==> src/rtl/probe_uplink_collector.sv <==
// Host-side probe link endpoint: registers downlink commands, frames uplink packets
// (header + N data words) and buffers accepted words in a FIFO toward the host stream.
module probe_uplink_collector #(
    parameter int unsigned FifoLog2 = 4,
    parameter int unsigned MaxWords = 8
) (
    input  logic        uclk_i,
    input  logic        urst_i,
    input  logic        hcmd_valid_i,
    input  logic [18:0] hcmd_i,
    output logic        hcmd_ready_o,
    output logic        cmden_o,
    output logic [18:0] cmd_o,
    input  logic [31:0] dataup_i,
    input  logic        datavalid_i,
    input  logic        delay_i,
    output logic        ack_o,
    output logic [31:0] out_data_o,
    output logic        out_valid_o,
    input  logic        out_ready_i,
    output logic        pending_o,
    output logic        frame_err_o,
    output logic [15:0] pkt_count_o
);

    localparam int unsigned Depth = 1 << FifoLog2;
    localparam int unsigned RemW  = $clog2(MaxWords + 1);
    localparam logic [7:0] MaxN = 8'(MaxWords);
    localparam logic [FifoLog2:0] PtrOne = 1;
    localparam logic [RemW-1:0] RemOne = 1;

    typedef enum logic [1:0] {StIdle, StData, StErrDrain} state_e;

    state_e            state_q, state_d;
    logic [RemW-1:0]   rem_q, rem_d;
    logic [15:0]       pkt_q, pkt_d;
    logic              err_q, err_d;
    logic [FifoLog2:0] wptr_q, wptr_d, rptr_q, rptr_d;
    logic [31:0]       mem_q [Depth];
    logic              cmden_q, pending_q;
    logic [18:0]       cmd_q;

    logic       full, empty, pop, push, ack;
    logic [7:0] hdr_n;
    logic       hdr_ok;

    assign full  = (wptr_q[FifoLog2] != rptr_q[FifoLog2]) &&
                   (wptr_q[FifoLog2-1:0] == rptr_q[FifoLog2-1:0]);
    assign empty = (wptr_q == rptr_q);
    assign pop   = !empty && out_ready_i;
    // A pop in the same cycle frees the slot, so a full FIFO can still accept a word.
    assign ack   = !urst_i && datavalid_i && ((state_q == StErrDrain) || !full || pop);
    assign push  = ack && (state_q != StErrDrain);

    assign hdr_n  = dataup_i[7:0];
    assign hdr_ok = (hdr_n != 8'd0) && (hdr_n <= MaxN);

    always_comb begin
        state_d = state_q;
        rem_d   = rem_q;
        pkt_d   = pkt_q;
        err_d   = err_q;
        unique case (state_q)
            StIdle: begin
                if (ack) begin
                    if (hdr_ok) begin
                        rem_d   = RemW'(hdr_n);
                        state_d = StData;
                    end else begin
                        err_d   = 1'b1;
                        state_d = StErrDrain;
                    end
                end
            end
            StData: begin
                if (!datavalid_i) begin
                    err_d   = 1'b1;
                    state_d = StIdle;
                end else if (ack) begin
                    rem_d = rem_q - RemOne;
                    if (rem_q == RemOne) begin
                        pkt_d   = pkt_q + 16'd1;
                        state_d = StIdle;
                    end
                end
            end
            StErrDrain: begin
                if (!datavalid_i) state_d = StIdle;
            end
            default: state_d = StIdle;
        endcase
    end

    always_comb begin
        wptr_d = wptr_q;
        rptr_d = rptr_q;
        if (push) wptr_d = wptr_q + PtrOne;
        if (pop)  rptr_d = rptr_q + PtrOne;
    end

    always_ff @(posedge uclk_i or posedge urst_i) begin
        if (urst_i) begin
            state_q   <= StIdle;
            rem_q     <= '0;
            pkt_q     <= '0;
            err_q     <= 1'b0;
            wptr_q    <= '0;
            rptr_q    <= '0;
            cmden_q   <= 1'b0;
            cmd_q     <= '0;
            pending_q <= 1'b0;
        end else begin
            state_q   <= state_d;
            rem_q     <= rem_d;
            pkt_q     <= pkt_d;
            err_q     <= err_d;
            wptr_q    <= wptr_d;
            rptr_q    <= rptr_d;
            cmden_q   <= hcmd_valid_i;
            pending_q <= delay_i;
            if (hcmd_valid_i) cmd_q <= hcmd_i;
        end
    end

    // Storage needs no reset: contents are only visible through the pointers.
    always_ff @(posedge uclk_i) begin
        if (push) mem_q[wptr_q[FifoLog2-1:0]] <= dataup_i;
    end

    assign hcmd_ready_o = !urst_i;
    assign cmden_o      = cmden_q;
    assign cmd_o        = cmd_q;
    assign ack_o        = ack;
    assign out_valid_o  = !empty;
    assign out_data_o   = empty ? '0 : mem_q[rptr_q[FifoLog2-1:0]];
    assign pending_o    = pending_q;
    assign frame_err_o  = err_q;
    assign pkt_count_o  = pkt_q;

endmodule

==> config.mk <==
export PLATFORM = sky130hd
export DESIGN_NAME = probe_uplink_collector
export DESIGN_NICKNAME = d
export VERILOG_FILES = /design/src/rtl/probe_uplink_collector.sv
export SDC_FILE = /design/constraint.sdc
export NUM_CORES = 1
export LEC_CHECK = 0
export BUFFER_PORTS_ARGS = -buffer_cell sky130_fd_sc_hd__buf_2
export CAP_MARGIN = 0
export CORE_MARGIN = 8
export CORE_UTILIZATION = 55
export CTS_CLUSTER_SIZE = 20
export DETAILED_ROUTE_END_ITERATION = 8
export PLACE_DENSITY = 0.73
export SYNTH_ARGS = -nofsm -noshare
export SYNTH_HDL_FRONTEND = slang
export SYNTH_SLANG_ARGS = --single-unit
==> constraint.sdc <==
create_clock -name uclk_i -period 9.8 [get_ports uclk_i]
set_input_delay 1.96 -clock uclk_i [delete_from_list [all_inputs] [get_ports uclk_i]]
set_output_delay 1.96 -clock uclk_i [all_outputs]
set_load 0.02 [all_outputs]
# Yosys cells after proc, flatten, opt, wreduce, memory -nomap -nowiden
# Memory sizes are Yosys's and may differ from the RTL's.
# Cells that the tools add are included.
# totals
ram_bits	512
ff_bits	54
inputBits	57
elab_cells	68
out_inout_bits	73
memories	1
# mem_list
name	depth	width	read_ports	rd_clocked_by_memory_dff	wr	line_no	source
mem_q	16	32	1	0	1	39	logic [31:0] mem_q [Depth];
# classes
addsub	4
n_mux	19
eq_ne	16
reduce_logical	18
magnitude_cmp	1
# op_table
operator	count
32-bit 2-to-1 mux	1
16-bit by 1-bit adder with 16-bit output (second input constant)	1
4-bit 2-to-1 mux	4
2-bit inequality test (second input constant)	8
2-bit 2-to-1 mux	6
4-bit AND reduction	3
5-bit by 1-bit adder with 5-bit output (second input constant)	2
8-bit by 4-bit less-or-equal comparator with 1-bit output (second input constant)	1
4-bit one-hot mux with 2 select lines	1
8-bit nonzero test	1
1-bit logical AND	6
3-bit inequality test (second input constant)	2
2-bit one-hot mux with 3 select lines	1
5-bit equality test	1
1-bit 2-to-1 mux	5
5-bit AND reduction	1
4-bit by 1-bit equality test with 1-bit output (second input constant)	1
4-bit equality test	1
4-bit by 1-bit subtractor with 4-bit output (second input constant)	1
1-bit logical NOT	3
2-bit by 1-bit equality test with 1-bit output (second input constant)	1
2-bit equality test (second input constant)	1
2-bit logical NOT	1
1-bit logical OR	2
3 further kinds	3

# Logic depth before layout (Yosys ltp)
# depth
depth_word	9
ltp_mapped	7
mapped_depth_nobuf	7

# Worst setup path before layout
# Ideal clock, no wire load.
# synth_path
path_kind	input to register
from	input port out_ready_i
to	memory mem_q[3][0], enable pin
required_ps	9298
arrival_time_ps	5362
slack_ps	3936
cell_stages	3
path_buffers	0
cell_sequence	nor3_1 > a21o_1 > nor4_1
# synth_via
elab_chain_cells	6
# synth_rtl
element	line_no	source
start: declaration	20	input logic out_ready_i,
1-bit logical AND	50	assign pop = !empty && out_ready_i;
1-bit logical OR	52	assign ack = !urst_i && datavalid_i && ((state_q == StErrDrain) || !full || pop);
1-bit logical AND	52	
1-bit logical AND	53	assign push = ack && (state_q != StErrDrain);
1-bit 2-to-1 mux	127	if (push) mem_q[wptr_q[FifoLog2-1:0]] <= dataup_i;
1-bit 2-to-1 mux (implied by the code)	127	
end: declaration	39	
# No other way between the ends.

# Worst setup path in the final report
# layout_path
from	register rptr_q[0]
to	output port out_data_o[13]
# layout_via
elab_chain_cells	2
# layout_rtl
element	line_no	source
start: declaration	38	logic [FifoLog2:0] wptr_q, wptr_d, rptr_q, rptr_d;
start signal: assignment	118	rptr_q <= rptr_d;
memory 16 x 32 bit or 5-bit equality test (tied branches)	-	
32-bit 2-to-1 mux (*)	135	assign out_data_o = empty ? '0 : mem_q[rptr_q[FifoLog2-1:0]];
end: declaration	18	output logic [31:0] out_data_o,
# Every way passes the cells marked *; elsewhere a longest branch is shown, timed or not.

==> summary.txt <==
Outcome
  – Status: finished clean

Global route
  – Largest net degree at the start of global routing: 70
  – Vias in the first global route: 10800
  – First-pass GRT wire length: 67800 um
  – GRT Total Usage: 19.3%
  – GRT overflow: 0
  – Initial antenna violation count: 1

Layout
  – Register area: 16700 um^2
  – NumNets Final: 1208
  – Area of the multi-input gates: 5040 um^2
  – Fill count: 2645
  – Area growth syn-to-layout: 13.6%
  – Layout cells sized above 1: 36.5%

Timing
  – Final setup viols: 0
  – Slew Limit Fails: 0
  – Unrepaired setup endpoints after global routing: false
  – Post-Route Setup TNS: 0 ns
  – Slew @ Worst Pin: 1.03 ns
  – Period utilization: 62.2%
  – Final worst path period need: 6.10 ns
  – Clock skew: 0.0181 ns
  – Fin. Hold Viols: 0
  – Worst rel slew slack: 31.6%
  – Fmax: 164 MHz
  – Hold slack: 0.468 ns

Worst setup path
  – Startpoint Class: flip-flop
  – CP Capture Type: output pin
  – Crit path required time: 7.84 ns
  – CP arrival: 4.14 ns
  – Critical-path maximum fanout: 53
  – Class of the most critical setup path: reg2out

Placement
  – Number of port buffers: 129
  – Final HPWL DP: 23800 um
  – Routability cong.: 0.805

CTS
  – CTS Buf Count: 55
  – Post-CTS resize count: 0
  – Root Driver: clkbuf_16
  – # H-tree levels: 2
  – Clock sink count: 566
  – CTS max path bufs: 3
  – Clock Latency Late Sink: 0.60 ns
  – Reg clk slew, reported paths: 0.06 ns
  – CTS tree: done
  – Setup Buffers After CTS: 0
  – Hold buffer count at CTS: 0

Routing
  – First drt pass iteration count: 5
  – Post-DRT Antenna Nets: 0
  – DR iter-0 viols: 888
  – Post-DR wirelength/cell: 26.1 um
  – Routed vias/inst: 5.98
  – Routed wire length: 44800 um
  – DRC: 0
  – Routed vias: 10200

Min path
  – Hold crit path type: reg2reg

Logic synthesis
  – YS warnings: 0
  – Syn Std Cell Area: 22000 um^2
  – Post-synthesis sequential area ratio: 76.0%
  – FF+latch count, synth: 566
  – Syn avg cell area: 22.4 um^2
  – Netlist cell types: 38
  – Mapped Nets: 1046
  – Post-Synthesis Cells: 981

Power and ir drop
  – Lkg Pwr: 8.42 nW
  – Max IR drop VDD: 0.000143 V
  – PwrDens: 269 nW/um^2

Die
  – Die area: 46700 um^2
  – Starting Density: 55.5%
  – Core area: 39600 um^2
  – I/O pins: 130
  – Die Span X: 216 um
  – Die Y: 216 um
  – Core Rows: 73

Job
  – Max Cap Viol: 0
per-stage QoR:
step / std cells / worst slack (ns) / util, % / cell area [um^2] / total power, mW
after floorplan: 981 / 3.94 / - / 22000 / 4.31
after global placement: 1611 / 4.30 / 58.7 / 23300 / 4.80
after detailed placement: 1611 / 4.18 / 58.7 / 23300 / 4.82
after CTS: 1710 / 3.57 / 63.0 / 25000 / 6.83
after global routing: 1710 / 3.29 / 63.0 / 25000 / 7.02
final: 1712 / 3.70 / 63.1 / 25000 / 6.73
per-layer routing:
metal,GRT usage [%],up-vias,share of wire [%]
met5,0,-,0
met4,4.67,0,1.7
met3,3.62,70,6.5
met2,32.4,371,52
met1,26.3,5404,40
li1,-,4396,-
final timing paths:
kind,slack [ns],start,endpoint,cells past startpoint
max in group asynchronous,7.60,urst_i,rptr_q[2]$_DFFE_PP0P_,3
max,3.70,rptr_q[0]$_DFFE_PP0P_,out_data_o[13],7
min reg2reg,0.47,pkt_count_o[15]$_DFFE_PP0P_,pkt_count_o[15]$_DFFE_PP0P_,1
min,0.47,pkt_count_o[15]$_DFFE_PP0P_,pkt_count_o[15]$_DFFE_PP0P_,1
min in group asynchronous,1.36,urst_i,rem_q[0]$_DFFE_PP0P_,2
max reg2reg,5.21,rptr_q[0]$_DFFE_PP0P_,mem_q[13][26]$_DFFE_PP_,6
synthesized netlist by cell type:
library cell | number | area [um^2]
edfxtp_1 | 512 | 15400
mux4_2 | 160 | 3600
dfrtp_1 | 54 | 1350
and2_1 | 35 | 219
mux2_2 | 21 | 236
nand2_1 | 21 | 78.8
and3_1 | 19 | 119
xor2_1 | 18 | 158
clkbuf_1 | 15 | 56.3
nor2_1 | 14 | 52.6
buf_1 | 13 | 48.8
a21oi_1 | 10 | 50.1
buf_4 | 10 | 75.1
xnor2_1 | 10 | 87.6
ha_1 | 8 | 100
buf_2 | 7 | 35.0
inv_1 | 7 | 26.3
nor2b_1 | 6 | 37.5
o21ai_0 | 6 | 30.0
nand4_1 | 5 | 31.3
nor3_1 | 5 | 25.0
nand3_1 | 4 | 20.0
a211oi_1 | 2 | 15.0
a21o_1 | 2 | 15.0
mux2i_1 | 2 | 20.0
nand2b_1 | 2 | 12.5
nor4_1 | 2 | 12.5
a2111o_1 | 1 | 11.3
a211oi_2 | 1 | 12.5
a21boi_0 | 1 | 7.51
a22o_1 | 1 | 8.76
a311oi_1 | 1 | 8.76
buf_6 | 1 | 11.3
clkbuf_2 | 1 | 5.00
nor3b_1 | 1 | 7.51
nor4_4 | 1 | 21.3
o31ai_1 | 1 | 7.51
or4_1 | 1 | 7.51
cell type report:
| cell class | count | share of cell area (%) |
|---|---|---|
| inverter | 7 | 0.105 |
| timing repair buffer | 152 | 3.27 |
| clock buffer | 68 | 5.79 |
| clock inverter | 31 | 1.06 |
| sequential | 566 | 67.0 |
| tap | 525 | 2.63 |
| multi-input combinational | 361 | 20.2 |
| antenna | 2 | 0.0200 |
report_power, final:
part	total, mW	switching, mW	internal [mW]
Combinational	1.84	0.911	0.926
Clock	2.00	0.855	1.15
Sequential	2.89	0.145	2.74
critical path, stage by stage, from the launching register on:
cell	delay (ns)
dfrtp_4	0.84
buf_4	0.90
xor2_1	0.24
nor4_4	0.58
nand2_1	0.21
buf_4	0.30
and2_1	0.19
buf_2	0.15
cells in the final DEF, fill, tap and decap left out, types with 2 or more instances in the layout:
cell	count
nand2b_1	2
nand4_1	5
and2_1	33
clkbuf_16	56
o21ai_0	6
a21oi_1	10
mux4_2	160
bufinv_16	4
dfrtp_2	2
nor3_1	5
mux2_2	21
nand3_1	4
clkbuf_1	12
and3_2	13
and2_2	2
nand2_1	21
clkinv_2	12
ha_1	8
buf_4	23
a21o_1	2
nor2b_1	6
mux2i_1	2
dfrtp_4	2
a211oi_1	2
and3_1	6
edfxtp_1	512
xnor2_1	10
buf_2	129
xor2_1	18
inv_1	6
dfrtp_1	50
diode_2	2
nor2_1	14
clkinv_1	11
registers in the layout, summed over array words and instances, names as in the netlist:
signal,flops
mem_q,512
cmd_o,19
pkt_count_o,16
rptr_q,5
wptr_q,5
rem_q,4
state_q,2
cmden_o,1
frame_err_o,1
pending_o,1
cells by family (layout without fill, tap and decap cells):
family          count (synthesis)  after routing  share of synthesized area (%)
simple gates                  116            116                           2.93
mux                           183            183                           17.5
compound gates                 26             26                          0.756
fa+ha+maj                       8              8                          0.455
flops                         566            566                           76.0
other cells                     0              2                              0
xor+xnor                       28             28                           1.11
buf+inv                        54            258                           1.17
No activity file was read; power rests on OpenSTA's default activity.
